$ cat src/rtl/decode_pkg.sv
// Shared definitions for the instruction decode pipeline: field positions, bundle layout, default masks.
// Latency: none (package only).
// Backpressure: not applicable.
package decode_pkg;

  // Default geometry of the instruction word and decoded bundle.
  localparam int DEF_INSTR_W = 16;
  localparam int DEF_OPC_W   = 4;
  localparam int DEF_REG_AW  = 3;
  localparam int DEF_IMM_W   = 8;
  localparam int DEF_DATA_W  = 16;
  localparam int DEF_CNT_W   = 16;

  // Per-opcode attribute masks; bit k describes opcode k.
  localparam logic [(1 << DEF_OPC_W)-1:0] DEF_ILLEGAL_MASK = 16'h0000;
  localparam logic [(1 << DEF_OPC_W)-1:0] DEF_IMM_MASK     = 16'h0000;

  // Field positions are packed from the MSB down: opcode, rD, flag, rA, rB.
  function automatic int opc_lsb(input int instr_w, input int opc_w);
    return instr_w - opc_w;
  endfunction

  function automatic int rd_lsb(input int instr_w, input int opc_w, input int reg_aw);
    return opc_lsb(instr_w, opc_w) - reg_aw;
  endfunction

  function automatic int flag_pos(input int instr_w, input int opc_w, input int reg_aw);
    return rd_lsb(instr_w, opc_w, reg_aw) - 1;
  endfunction

  function automatic int ra_lsb(input int instr_w, input int opc_w, input int reg_aw);
    return flag_pos(instr_w, opc_w, reg_aw) - reg_aw;
  endfunction

  function automatic int rb_lsb(input int instr_w, input int opc_w, input int reg_aw);
    return ra_lsb(instr_w, opc_w, reg_aw) - reg_aw;
  endfunction

  // Default field positions: opcode 15:12, rD 11:9, flag 8, rA 7:5, rB 4:2.
  localparam int DEF_OPC_LSB  = opc_lsb(DEF_INSTR_W, DEF_OPC_W);
  localparam int DEF_RD_LSB   = rd_lsb(DEF_INSTR_W, DEF_OPC_W, DEF_REG_AW);
  localparam int DEF_FLAG_POS = flag_pos(DEF_INSTR_W, DEF_OPC_W, DEF_REG_AW);
  localparam int DEF_RA_LSB   = ra_lsb(DEF_INSTR_W, DEF_OPC_W, DEF_REG_AW);
  localparam int DEF_RB_LSB   = rb_lsb(DEF_INSTR_W, DEF_OPC_W, DEF_REG_AW);

  // Decoded bundle at the default geometry; the top module mirrors this
  // layout with its own parameterised widths.
  typedef struct packed {
    logic [DEF_OPC_W-1:0]  opcode;
    logic [DEF_REG_AW-1:0] rd;
    logic [DEF_REG_AW-1:0] ra;
    logic [DEF_REG_AW-1:0] rb;
    logic                  flag;
    logic [DEF_IMM_W-1:0]  imm;
    logic [DEF_DATA_W-1:0] imm_ext;
    logic                  imm_sel;
    logic                  illegal;
  } decode_bundle_t;

endpackage

$ cat src/rtl/decode_skid_buf.sv
// Generic 2-entry valid/ready skid buffer: main output register plus one skid register.
// Latency: 1 cycle from input transfer to out_valid.
// Backpressure: in_ready is registered (!skid.valid); no combinational path from out_ready.
//
// Ports: clock/reset_n (async active-low), flush (sync clear of both valids),
//        in_valid/in_ready/in_data (upstream), out_valid/out_ready/out_data (downstream).
module decode_skid_buf #(
  parameter int W = 8
) (
  input  logic         clock,
  input  logic         reset_n,
  input  logic         flush,
  input  logic         in_valid,
  output logic         in_ready,
  input  logic [W-1:0] in_data,
  output logic         out_valid,
  input  logic         out_ready,
  output logic [W-1:0] out_data
);

  logic         m_vld;
  logic         s_vld;
  logic [W-1:0] m_dat;
  logic [W-1:0] s_dat;
  logic         drain;
  logic         in_xfer;

  assign drain   = m_vld & out_ready;
  assign in_xfer = in_valid & ~s_vld;

  always_ff @(posedge clock or negedge reset_n) begin
    if (!reset_n) begin
      m_vld <= 1'b0;
      s_vld <= 1'b0;
      m_dat <= '0;
      s_dat <= '0;
    end else if (flush) begin
      // Only the valids clear; data registers keep their last contents.
      m_vld <= 1'b0;
      s_vld <= 1'b0;
    end else if (s_vld) begin
      // Skid full implies main full; in_ready is low so no input this cycle.
      if (drain) begin
        m_dat <= s_dat;
        s_vld <= 1'b0;
      end
    end else if (!m_vld || drain) begin
      m_vld <= in_xfer;
      if (in_xfer) begin
        m_dat <= in_data;
      end
    end else if (in_xfer) begin
      // Main stalled: park the bundle so in_ready can drop next cycle.
      s_vld <= 1'b1;
      s_dat <= in_data;
    end
  end

  assign in_ready  = ~s_vld;
  assign out_valid = m_vld;
  assign out_data  = m_dat;

endmodule

$ cat src/rtl/instr_decode_pipe.sv
// Flow-controlled instruction decoder: field split, immediate extension, opcode attribute lookup, transfer counter.
// Latency: 1 cycle from input transfer to out_valid.
// Backpressure: 2-entry skid buffer; in_ready is registered, outputs hold while out_valid && !out_ready.
//
// Ports: clock, reset_n (async active-low), flush (sync clear, counter kept),
//        in_valid/in_ready/instruct (fetch side), out_valid/out_ready (issue side),
//        opcode/rDadrs/flag/rAadrs/rBadrs/imm/imm_ext/imm_sel/illegal (decoded bundle),
//        dec_count (accepted output transfers, wrapping).
module instr_decode_pipe
  import decode_pkg::*;
#(
  parameter int                       INSTR_W      = DEF_INSTR_W,
  parameter int                       OPC_W        = DEF_OPC_W,
  parameter int                       REG_AW       = DEF_REG_AW,
  parameter int                       IMM_W        = DEF_IMM_W,
  parameter int                       DATA_W       = DEF_DATA_W,
  parameter logic [(1 << OPC_W)-1:0]  ILLEGAL_MASK = DEF_ILLEGAL_MASK,
  parameter logic [(1 << OPC_W)-1:0]  IMM_MASK     = DEF_IMM_MASK,
  parameter int                       CNT_W        = DEF_CNT_W
) (
  input  logic               clock,
  input  logic               reset_n,
  input  logic               flush,
  input  logic               in_valid,
  output logic               in_ready,
  input  logic [INSTR_W-1:0] instruct,
  output logic               out_valid,
  input  logic               out_ready,
  output logic [OPC_W-1:0]   opcode,
  output logic [REG_AW-1:0]  rDadrs,
  output logic               flag,
  output logic [REG_AW-1:0]  rAadrs,
  output logic [REG_AW-1:0]  rBadrs,
  output logic [IMM_W-1:0]   imm,
  output logic [DATA_W-1:0]  imm_ext,
  output logic               imm_sel,
  output logic               illegal,
  output logic [CNT_W-1:0]   dec_count
);

  localparam int OPC_LSB  = opc_lsb(INSTR_W, OPC_W);
  localparam int RD_LSB   = rd_lsb(INSTR_W, OPC_W, REG_AW);
  localparam int FLAG_POS = flag_pos(INSTR_W, OPC_W, REG_AW);
  localparam int RA_LSB   = ra_lsb(INSTR_W, OPC_W, REG_AW);
  localparam int RB_LSB   = rb_lsb(INSTR_W, OPC_W, REG_AW);

  // Reject geometries where the fields cannot fit or the extension would truncate.
  generate
    if (INSTR_W < OPC_W + 3 * REG_AW + 1) begin : g_bad_fields
      $error("instr_decode_pipe: INSTR_W too small for opcode + 3 register fields + flag");
    end
    if (IMM_W > INSTR_W) begin : g_bad_imm
      $error("instr_decode_pipe: IMM_W exceeds INSTR_W");
    end
    if (DATA_W < IMM_W) begin : g_bad_data
      $error("instr_decode_pipe: DATA_W must be >= IMM_W");
    end
  endgenerate

  typedef struct packed {
    logic [OPC_W-1:0]  opcode;
    logic [REG_AW-1:0] rd;
    logic [REG_AW-1:0] ra;
    logic [REG_AW-1:0] rb;
    logic              flag;
    logic [IMM_W-1:0]  imm;
    logic [DATA_W-1:0] imm_ext;
    logic              imm_sel;
    logic              illegal;
  } bundle_t;

  bundle_t dec;
  bundle_t q;
  logic    xfer_out;

  always_comb begin
    dec         = '0;
    dec.opcode  = instruct[OPC_LSB +: OPC_W];
    dec.rd      = instruct[RD_LSB +: REG_AW];
    dec.flag    = instruct[FLAG_POS];
    dec.ra      = instruct[RA_LSB +: REG_AW];
    dec.rb      = instruct[RB_LSB +: REG_AW];
    dec.imm     = instruct[IMM_W-1:0];
    // Fill every bit with the sign (only when flag is set), then overlay the
    // raw immediate; this also works when DATA_W == IMM_W.
    dec.imm_ext = {DATA_W{dec.flag & dec.imm[IMM_W-1]}};
    dec.imm_ext[IMM_W-1:0] = dec.imm;
    dec.imm_sel = IMM_MASK[dec.opcode];
    dec.illegal = ILLEGAL_MASK[dec.opcode];
  end

  decode_skid_buf #(
    .W($bits(bundle_t))
  ) u_skid (
    .clock    (clock),
    .reset_n  (reset_n),
    .flush    (flush),
    .in_valid (in_valid),
    .in_ready (in_ready),
    .in_data  (dec),
    .out_valid(out_valid),
    .out_ready(out_ready),
    .out_data (q)
  );

  assign xfer_out = out_valid & out_ready;

  // Counts transfers, including one that completes in a flush cycle.
  always_ff @(posedge clock or negedge reset_n) begin
    if (!reset_n) begin
      dec_count <= '0;
    end else if (xfer_out) begin
      dec_count <= dec_count + CNT_W'(1);
    end
  end

  assign opcode  = q.opcode;
  assign rDadrs  = q.rd;
  assign flag    = q.flag;
  assign rAadrs  = q.ra;
  assign rBadrs  = q.rb;
  assign imm     = q.imm;
  assign imm_ext = q.imm_ext;
  assign imm_sel = q.imm_sel;
  assign illegal = q.illegal;

endmodule

$ cat config.mk
export PLATFORM = sky130hd
export DESIGN_NAME = instr_decode_pipe
export DESIGN_NICKNAME = d
export VERILOG_FILES = /design/src/rtl/decode_pkg.sv /design/src/rtl/decode_skid_buf.sv /design/src/rtl/instr_decode_pipe.sv
export SDC_FILE = /design/constraint.sdc
export NUM_CORES = 1
export LEC_CHECK = 0
export ABC_CLOCK_PERIOD_IN_PS = 1930
export CAP_MARGIN = 0
export CORE_ASPECT_RATIO = 1.1
export CORE_UTILIZATION = 40
export CTS_CLUSTER_SIZE = 14
export DETAILED_ROUTE_END_ITERATION = 12
export GPL_ROUTABILITY_DRIVEN = 1
export PLACE_DENSITY = 0.69
export SLEW_MARGIN = 30
export SYNTH_ARGS = -nofsm -noshare
export SYNTH_HDL_FRONTEND = slang
export SYNTH_SLANG_ARGS = --single-unit
$ cat constraint.sdc
create_clock -name clock -period 1.93 [get_ports clock]
set_input_delay 0.2895 -clock clock [delete_from_list [all_inputs] [get_ports clock]]
set_output_delay 0.2895 -clock clock [all_outputs]
set_load 0.005 [all_outputs]
# == After elaboration in Yosys (flattened, before gate mapping) ==
# Memory sizes are Yosys's and may differ from the RTL's.
# Cells that the tools add are included.
# word_totals
register_bits,98
rom_bits,16
input_bits,21
word_cells,37
mem_count,1
# mem_list
name,depth,word_bits,rd,rd_ports_with_merged_regs,write_ports,line,text
(no name shown),16,1,1,0,0,instr_decode_pipe.sv:89,dec.illegal = ILLEGAL_MASK[dec.opcode];
# op_classes
n_addsub,1
magnitude_cmp,1
eq_ne,2
mux,13
bitwise,6
n_reduce_logical,8
# op_table
cell,n
40-bit two-way mux,4
16-bit by 1-bit adder with 16-bit output (second input constant),1
1-bit two-way mux,9
4-bit AND reduction,2
2-bit nonzero test,3
4-bit by 5-bit less-than comparator with 1-bit output (second input constant),1
2-bit inequality test (second input constant),2
1-bit AND,3
1-bit inverter,3
2-bit AND reduction,1
1-bit zero test,1
1-bit logical OR,1

# == Longest topological paths before layout ==
# Gate-level depths: netlist of the first run.
# depth
depth_word,6
ltp_mapped,6
depth_no_buf,5

# == By module ==
# Synthesis of the first run repeated with hierarchy kept, for this count alone.
# hier_totals
hier_cells,284
area_unflattened_um2,4354.2
# by_module_without_submodules
mod,n_inst,cells_each,area_per_inst_um2,seq_area_each_um2
decode_skid_buf,1,225,3617.2,2052.0
instr_decode_pipe,1,59,737.0,400.4

# == Worst setup path after synthesis of the first run ==
# No wires, ideal clock.
# synth_path
kind,register to register
from,register u_skid.s_vld
to,register u_skid.s_dat[18]
setup_ns,0.125
t_arrival_ns,1.518
path_slack_ns,0.287
path_stages_with_launch,7
path_buffers,2
period_less_slack_ns,1.643
cell_sequence,dfrtp_1 buf_6 inv_6 nand2_4 nor4b_4 buf_6 mux2_4
# synth_between
elab_chain_len,3
# synth_rtl
element,line,text
start: declaration,decode_skid_buf.sv:22,logic s_vld;
start signal: assignment,decode_skid_buf.sv:34,s_vld <= 1'b0;
start signal: assignment,decode_skid_buf.sv:40,s_vld <= 1'b0;
start signal: assignment,decode_skid_buf.sv:45,s_vld <= 1'b0;
1-bit inverter (no source line) (*),--,
via in_ready,instr_decode_pipe.sv:25,"output logic in_ready,"
1-bit AND,decode_skid_buf.sv:29,assign in_xfer = in_valid & ~s_vld;
4-bit AND reduction (no source line) (*),--,
end signal: assignment,decode_skid_buf.sv:55,s_dat <= in_data;
end: declaration,decode_skid_buf.sv:24,logic [W-1:0] s_dat;
# Mark *: on every way through the listed nets, which the timed path passes. The rest lies on a longest branch.
# A chain may end at the register's enable or synchronous reset.

# == Final worst setup path of the first run ==
# layout_path
from,register u_skid.s_vld
to,output in_ready
# layout_between
elab_chain_len,1
# layout_rtl
element,line
1-bit inverter (no source line),--
end: declaration,instr_decode_pipe.sv:25
# Every way passes these cells.

==> reports/results.ini, run 1 <==
[route]
wl_per_cell_um = 13.13
vias_per_cell = 4.735
drt-total-wl_um = 4557
drt-initial-drc-count = 64
antenna_left = 0
first_pass_iters = 4
vias = 1643
drc_errors = 0

[cts]
clockBufferDepth = 2
hold_buffers = 1
clkTransAtPathRegs_ns = 0.09
cts.sinks = 52
cts_tree = built
numCtsBuffers = 5
clk_latency_ns = 0.30
cts_root_buf = clkbuf_8
h-tree-depth = 2
cts_repair_resize_count = 0
post_cts_buffers = 0

[sta]
setup_viol = 0
slew_viol_final = 0
hold_viol = 0
rsz0062_at_grt = false
finClkSkew_ns = 0.006690
fin_crit_ns = 1.629
period_share = 0.8439
fmax_mhz = 614.0
timing.final.ws_setup_ns = 0.3013
fin_tns_setup_ns = 0

[worst_setup_path]
critPathArrivalTime_ns = 1.34
critPathMaxFanout = 5
r2r-end = u_skid.s_dat[19]
reg2reg_from = u_skid.s_vld
start_kind = flip-flop
path_class = flip-flop to output port
worstPathRequired_ns = 1.64
reg2regPathDepth = 5
cp-end-kind = output port
rrSetupSlack_ns = 0.38

[synthesis]
synth_flop_cell = dfrtp_1
async_flop_share = 1.000
yosys_warnings = 0
syn_inst = 207
synth-edff-count = 0
syn_area_per_cell_sq_um = 11.99
synth_area_leaders = dfrtp_1 (52%), buf_4 (7.3%), mux2i_1 (6.9%), mux2_4 (5.4%), xnor2_1 (3.9%)
synth-seq-area-share = 0.5242
syn_area_sq_mm = 0.002482
synth_top_area_cell = dfrtp_1
synth_top_area_share = 0.5242
ys_types = 30
synth-seq-cells = 52

[power_and_ir_drop]
p_int_w = 0.002252
power_switching_w = 0.0008242
ir_worst_vdd_mv = 0.4848
p_seq_frac = 0.490
p_comb_frac = 0.303
leakage_nw = 1.379
p_clk_frac = 0.207
p_per_area_mw_per_mm2 = 935.5
switching_share = 0.2679

[layout]
syn_to_final_growth_pct = 32.46
n_antenna_cell = 0
nets = 291
drive_gt1_frac = 0.1481

[placed_design]
globalplace.congestion = 0.7101
dp_hpwl_um = 3254
dp_slack_ns = 0.008859
port_buffers = 76

[grt]
grt.total_usage = 0.1486
grt_overflow_total = 0
grt_max_degree = 37
grt_pass1_wl_um = 7486
antenna_found_initial = 0
grt_pass1_vias = 1548

[floorplan]
start_util = 0.4223
core_area_sq_mm = 0.005878
die-area_sq_mm = 0.006525
num_rows = 29
die_w_um = 77.11
ios = 79
die_h_um = 84.62

[run_status]
status = finished clean

[min_path]
holdCritPathClass = input pin to asynchronous set/reset pin

[job]
maxCapViolations = 0

## worst max-delay path by stage
stage	start	endpoint	depth (start not counted)
floorplan	u_skid.s_vld	u_skid.s_dat[18]	6
global placement	in_valid	u_skid.s_dat[30]	5
detailed placement	in_valid	u_skid.s_dat[30]	5
CTS	u_skid.s_vld	in_ready	2
global route	u_skid.out_data[17]	imm_ext[14]	1
finish	u_skid.s_vld	in_ready	2
## area by class of cell
cell class,count,area (sq um)
Inverter,3,16.27
Clock buffer,6,82.58
Fill cell,537,2590
Clock inverter,2,10.01
Multi-Input combinational cell,122,930.9
Sequential cell,52,1301
Tap cell,77,96.34
Timing Repair Buffer,85,850.8
## registers in the layout (all words and copies together), names as in the netlist
register and count:
dec_count 16, u_skid.out_data 17, u_skid.out_valid 1, u_skid.s_dat 17, u_skid.s_vld 1
## placed cells by master, fill, tap and decap left out, types with 3 or more instances in the layout
master / count
mux2_4: 9
mux2i_1: 17
xor2_1: 4
nor2_1: 22
clkdlybuf4s50_1: 75
buf_4: 6
nand2_1: 7
clkbuf_8: 6
a21oi_1: 18
dfrtp_1: 52
nand4_1: 5
xnor2_1: 11
mux2_2: 8
and3_1: 3
nand3_1: 3
## cells in the mapped netlist, types with 2 or more instances
cell	instances
a21oi_2	2
mux2_4	9
and4_1	2
nand4_1	5
buf_6	4
clkbuf_1	2
a21oi_1	18
nand2_1	7
xnor2_1	11
buf_4	24
mux2i_1	17
xor2_1	4
inv_1	2
nor2_1	22
mux2_2	8
dfrtp_1	52
nand3_1	3
and3_1	3
## critical path, stage by stage (launching register included)
cell and delay (ns):
dfrtp_1 0.47, inv_6 0.09, clkdlybuf4s50_1 0.49
## cells by family (layout without fill, tap and decap cells)
family / Yosys count / count (layout) / synth area share
buffers and inverters: 34 / 96 / 0.1023
other: 1 / 2 / 0.001511
DFF: 52 / 52 / 0.5242
xor gates and xnor gates: 15 / 15 / 0.05292
muxes: 34 / 34 / 0.1593
adders and majority gates: 1 / 1 / 0.005040
and+or+nand+nor: 48 / 48 / 0.1013
AOI/OAI and AO/OA: 22 / 22 / 0.05343
## power by group through the flow
stage / sequential [W] / combinational [W] / clock (W)
2_1_floorplan: 0.00150 / 0.000489 / 0
3_3_place_gp: 0.00153 / 0.000922 / 0
3_5_place_dp: 0.00153 / 0.000939 / 0
4_1_cts: 0.00151 / 0.000946 / 0.000663
5_1_grt: 0.00155 / 0.00101 / 0.000702
6_report: 0.00151 / 0.000931 / 0.000638
## through the flow
stage               instances  total power [W]  instance area [sq um]  utilization  hold slack, ns
detailed placement        338         0.002469                   3186       0.5419          0.2479
global route              347         0.003261                   3288       0.5594          0.4683
finish                    347         0.003076                   3288       0.5594          0.4374
floorplan                 208         0.001994                   2486            -       -0.006091
global placement          338         0.002450                   3186       0.5419          0.2401
CTS                       347         0.003120                   3288       0.5594          0.4447
## routing by layer
metal  part of all wire  global-route usage  wire length, um
met5                  0                   0                0
met4              0.016             0.05660               74
met3              0.041             0.03261              187
met2               0.46              0.2281             2076
met1               0.49              0.2059             2218
No activity file was read; power rests on OpenSTA's default activity.
==> run 2, diff against run 1 <==
--- a/config.mk
+++ b/config.mk
@@ -5,14 +5,14 @@
 export SDC_FILE = /design/constraint.sdc
 export NUM_CORES = 1
 export LEC_CHECK = 0
-export ABC_CLOCK_PERIOD_IN_PS = 1930
+export ABC_CLOCK_PERIOD_IN_PS = 1300
 export CAP_MARGIN = 0
 export CORE_ASPECT_RATIO = 1.1
 export CORE_UTILIZATION = 40
 export CTS_CLUSTER_SIZE = 14
 export DETAILED_ROUTE_END_ITERATION = 12
 export GPL_ROUTABILITY_DRIVEN = 1
-export PLACE_DENSITY = 0.69
+export PLACE_DENSITY = 0.71
 export SLEW_MARGIN = 30
 export SYNTH_ARGS = -nofsm -noshare
 export SYNTH_HDL_FRONTEND = slang
==> constraint.sdc (replaced) <==
create_clock -name clock -period 1.3 [get_ports clock]
set_input_delay 0.195 -clock clock [delete_from_list [all_inputs] [get_ports clock]]
set_output_delay 0.195 -clock clock [all_outputs]
set_load 0.005 [all_outputs]
==> run 2 against run 1 <==
Effect of this change: the flow now finishes with violations (negative setup slack); routed wire length is 19% higher; via count is 10% higher; clock power is 72% higher; clock-buffer cell count stayed put; clock skew is 0.0020 ns lower; first-iteration DRC count is 64% higher; setup slack worse by 0.49 ns; final cell count is 12% higher; critical path depth is 3 higher; global-route usage is 1.8 points higher; non-clock buffer count is 41 higher; critical endpoint is now u_skid.s_dat[33]; largest power group unchanged; highest routed layer unchanged.
==> reports/results.ini, run 2 (synthesized netlist as in run 1, its figures left out) <==
[run_status]
status = finished with violations
violations = negative setup slack

[sta]
fin_tns_setup_ns = -5.718
finClkSkew_ns = 0.004645
fin_crit_ns = 1.491
holdWs_ns = 0.4048
period_share = 1.147
timing.final.ws_setup_ns = -0.1911
setup_viol = 37
slew_viol_final = 0
fmax_mhz = 670.7
hold_viol = 0
rsz0062_at_grt = true

[grt]
grt_pass1_vias = 1835
gr-usage-met3 = 0.03587
grt_overflow_total = 0
grt_max_degree = 53
busiest_layer = met2
grt_pass1_wl_um = 8487
grt.total_usage = 0.1666
grt_use_met2 = 0.2808
antenna_found_initial = 0
use_met1 = 0.2115

[floorplan]
core_area_sq_mm = 0.005878
start_util = 0.4223
die_h_um = 84.62
num_rows = 29
ios = 79
die-area_sq_mm = 0.006525
die_w_um = 77.11

[worst_setup_path]
worstPathCellList = clkinv_4 > nand2_4 > nor4b_4 > buf_12 > mux2_2
critPathMaxStageDelay_ns = 0.45
worstPathRequired_ns = 1.50
r2r-end = u_skid.s_dat[33]
slowest_stage = dfrtp_2
start_kind = flip-flop
rrSetupSlack_ns = -0.19
reg2regPathDepth = 5
cp-end-kind = flip-flop
worst-path-buf-inv = 2
critPathMaxFanout = 17
reg2reg_from = u_skid.s_vld
path_class = flip-flop to flip-flop
critical-path-top-delay-family = flip-flops
critPathArrivalTime_ns = 1.69

[placed_design]
dp_slack_ns = -0.4646
dpl.cell_count = 349
dp_hpwl_um = 3154
globalplace.congestion = 0.7430
port_buffers = 76

[cts]
clk_latency_ns = 0.30
cts.sinks = 52
cts_root_buf = clkbuf_8
clockBufferDepth = 2
clkTransAtPathRegs_ns = 0.09
h-tree-depth = 2
cts_tree = built
numCtsBuffers = 5

[route]
drt-initial-drc-count = 105
drt-total-wl_um = 5407
wl_per_cell_um = 13.94
first_pass_iters = 3
vias = 1810
vias_per_cell = 4.665
drc_errors = 0
antenna_left = 0

[layout]
syn_to_final_growth_pct = 52.07
final_cells = 388
mostFrequentLayoutCells = dfrtp_1 (48), dlygate4sd2_1 (45), buf_4 (34), clkdlybuf4s50_1 (18)
nets = 332
layout_commonest_cell = dfrtp_1
n_antenna_cell = 0
drive_gt1_frac = 0.3441

[min_path]
holdCritPathClass = input pin to asynchronous set/reset pin

[power_and_ir_drop]
leakage_nw = 1.743
p_per_area_mw_per_mm2 = 1308
power_w = 0.004939
ir_worst_vdd_mv = 0.6773

[job]
maxCapViolations = 0

-- run 2: stage by stage --
step / utilization / cell area [sq um]
after global routing: 0.6422 / 3775
after CTS: 0.6166 / 3625
after global placement: 0.5590 / 3286
after floorplan: - / 2496
final: 0.6422 / 3775
after detailed placement: 0.5590 / 3286
-- run 2: worst max path at each step --
stage	slack, ns	to	start	cells after the start
after detailed placement	-0.46	u_skid.s_dat[38]	out_ready	4
final	-0.19	u_skid.s_dat[33]	u_skid.s_vld	5
after global routing	-0.24	u_skid.out_data[18]	u_skid.s_vld	6
after floorplan	-0.34	u_skid.s_dat[18]	u_skid.s_vld	6
after global placement	-0.42	u_skid.s_dat[33]	in_valid	5
after CTS	-0.20	u_skid.s_dat[36]	u_skid.s_vld	5
-- run 2: metal layers --
layer / part of all wire / vias up / routed length, um
met5: 0 / - / 0
met1: 0.45 / 867 / 2412
met3: 0.039 / 4 / 209
met4: 0.0074 / 0 / 40
met2: 0.51 / 55 / 2745
li1: - / 884 / -
-- run 2: power by group --
group	switching [W]	internal [W]
Sequential	0.000232	0.00196
Clock	0.000524	0.000572
Combinational	0.000585	0.00106
-- run 2: area by class of cell --
class	count	area, sq um
Tap cell	77	96.34
Inverter	3	16.27
Clock inverter	2	35.03
Multi-Input combinational cell	122	1050
Clock buffer	6	72.57
Sequential cell	52	1306
Timing Repair Buffer	126	1199
Fill cell	499	2103
-- run 2: repair_timing --
| action | CTS | global route |
|---|---|---|
| setup buffers | 28 | 3 |
| hold buffers | 1 | 0 |
| pin swaps | 8 | 16 |
| endpoints found under the hold margin | 52 | 0 |
| cloned | 0 | 3 |
| setup endpoints to repair | 99 | 57 |
| gates resized for setup | 87 | 32 |
-- run 2: tightest hold or removal path, delay by kind of cell --
family	cells	cell delay, ns
buffers and inverters	3	0.90
==> run 3, diff against run 2 <==
--- a/config.mk
+++ b/config.mk
@@ -7,7 +7,6 @@
 export LEC_CHECK = 0
 export ABC_CLOCK_PERIOD_IN_PS = 1300
 export CAP_MARGIN = 0
-export CORE_ASPECT_RATIO = 1.1
 export CORE_UTILIZATION = 40
 export CTS_CLUSTER_SIZE = 14
 export DETAILED_ROUTE_END_ITERATION = 12
==> run 3 against run 2 <==
Effect of this change: the flow still finishes with violations (negative setup slack); critical path depth is 1 higher; sequential share of layout area is 0.82 points lower; combinational power is 12% higher; power is 3.7% higher; fmax is 1.8% lower; core utilization is 0.57 points higher; final cell count is 3.4% higher; clock-buffer cell count is 1 lower; largest cell class is now non-clock buffers.
==> reports/results.ini, run 3 (synthesized netlist as in run 1, its figures left out) <==
[run_status]
status = finished with violations
violations = negative setup slack

[worst_setup_path]
critPathMaxFanout = 8
worstPathCellList = clkinv_4 > nand2_4 > nor4b_4 > buf_6 > clkbuf_16 > mux2_4
crit_path_start = u_skid.s_vld
critPathMaxStageDelay_ns = 0.45
slowest_stage = dfrtp_2
critPathArrivalTime_ns = 1.71
start_kind = flip-flop
cp-end-kind = flip-flop
path_class = flip-flop to flip-flop
worstPathRequired_ns = 1.49
reg2regPathDepth = 6
reg2reg_from = u_skid.s_vld

[min_path]
worstHoldStart = out_ready
hold_depth = 4
holdCritPathClass = input pin to flip-flop

[layout]
drive_gt1_frac = 0.3466
mostFrequentLayoutCells = buf_4 (52), dfrtp_1 (50), dlygate4sd2_1 (34), nor2_1 (20), clkdlybuf4s15_1 (20)
fin_util = 0.6479
num-fill-cells = 489
n_antenna_cell = 0
nets = 347
layout_commonest_cell = buf_4
syn_to_final_growth_pct = 55.44

[sta]
fin_tns_setup_ns = -5.947
holdWs_ns = 0.4168
fmax_mhz = 658.9
fin_crit_ns = 1.518
rsz0062_at_grt = true
timing.final.ws_setup_ns = -0.2178
period_share = 1.168
slew_viol_final = 0
finClkSkew_ns = 0.007460
hold_viol = 0
setup_viol = 36

[cts]
h-tree-depth = 2
cts_tree = built
clockBufferDepth = 2
clk_latency_ns = 0.31
cts_root_buf = clkbuf_8
numCtsBuffers = 5
clkTransAtPathRegs_ns = 0.10
cts.sinks = 52

[power_and_ir_drop]
p_per_area_mw_per_mm2 = 1327
ir_worst_vdd_mv = 0.9654
leakage_nw = 1.798
power_w = 0.005121

[grt]
busiest_layer = met2
grt_pass1_vias = 1738
grt_overflow_total = 0
grt_use_met2 = 0.2669
grt_pass1_wl_um = 8280
grt_max_degree = 53
use_met1 = 0.2282
gr-usage-met3 = 0.03371
grt.total_usage = 0.1676
antenna_found_initial = 0

[route]
drc_errors = 0
wl_per_cell_um = 14.43
antenna_left = 0
vias_per_cell = 4.733
first_pass_iters = 4
vias = 1898
drt-total-wl_um = 5786
drt-initial-drc-count = 70

[floorplan]
die_w_um = 80.78
die_h_um = 80.78
num_rows = 28
start_util = 0.4168
core_area_sq_mm = 0.005956
die-area_sq_mm = 0.006525
ios = 79

[placed_design]
globalplace.congestion = 0.7352
port_buffers = 76
dp_hpwl_um = 3268

[job]
maxCapViolations = 0

[run 3: changes by cell type in the layout (fill, tap and decap cells not counted), sizes merged]
| cell | previous run | this run |
|---|---|---|
| clkinvlp | 0 | 1 |
| dlymetal6s2s | 0 | 1 |
| dlygate4sd2 | 45 | 34 |
| clkdlybuf4s15 | 9 | 20 |
| buf | 49 | 62 |
[run 3: power by group]
group          leakage, nW  total (W)  switching, W  internal [W]
sequential           0.636    0.00216      0.000201       0.00196
combinational         1.11    0.00184      0.000642       0.00120
clock               0.0541    0.00112      0.000549      0.000570
total                 1.80    0.00512       0.00139       0.00373
[run 3: metrics by stage]
stage	cell area, sq um	worst slack (ns)	instances
after floorplan	2496	-0.3433	208
after global placement	3298	-0.4402	349
after detailed placement	3298	-0.4904	349
after CTS	3632	-0.2228	391
after global routing	3859	-0.2728	401
final	3859	-0.2178	401
[run 3: cell type report]
cell class	instances	area [sq um]	area share
well taps	75	93.84	0.02432
flip-flops and latches	52	1304	0.3379
multi-input cells	122	1005	0.2604
clock buffers	5	68.82	0.01783
inverters	3	16.27	0.004215
repair buffers	141	1329	0.3444
clock inverters	3	42.54	0.01102
[run 3: worst max-delay path, delay by kind of cell (launching register included)]
family,cells,cell delay [ns]
mux,1,0.30
buf+inv,3,0.39
flops,1,0.45
simple gates,2,0.26
[run 3: timing repair]
action | CTS | global route
setup endpoints to repair | 98 | 60
hold endpoints to repair | 52 | 0
buffers inserted | 33 | 7
gates cloned | 0 | 4
hold buffers | 1 | 0
gates resized for setup | 75 | 37
pin swaps | 0 | 10
[run 3: layer usage]
layer  vias up  routed length [um]
met5         -                   0
met4         0                  99
met3        11                 232
met2        49                2794
met1       928                2660
li1        910                   -
[run 3: path summary, 6_finish.rpt]
path	to	slack, ns
min in group asynchronous	dec_count[8]	0.43
min	u_skid.out_valid	0.42
max in group asynchronous	u_skid.out_data[17]	0.61
max	u_skid.s_dat[27]	-0.22
max reg2reg	u_skid.s_dat[27]	-0.22
min reg2reg	u_skid.s_dat[26]	0.53
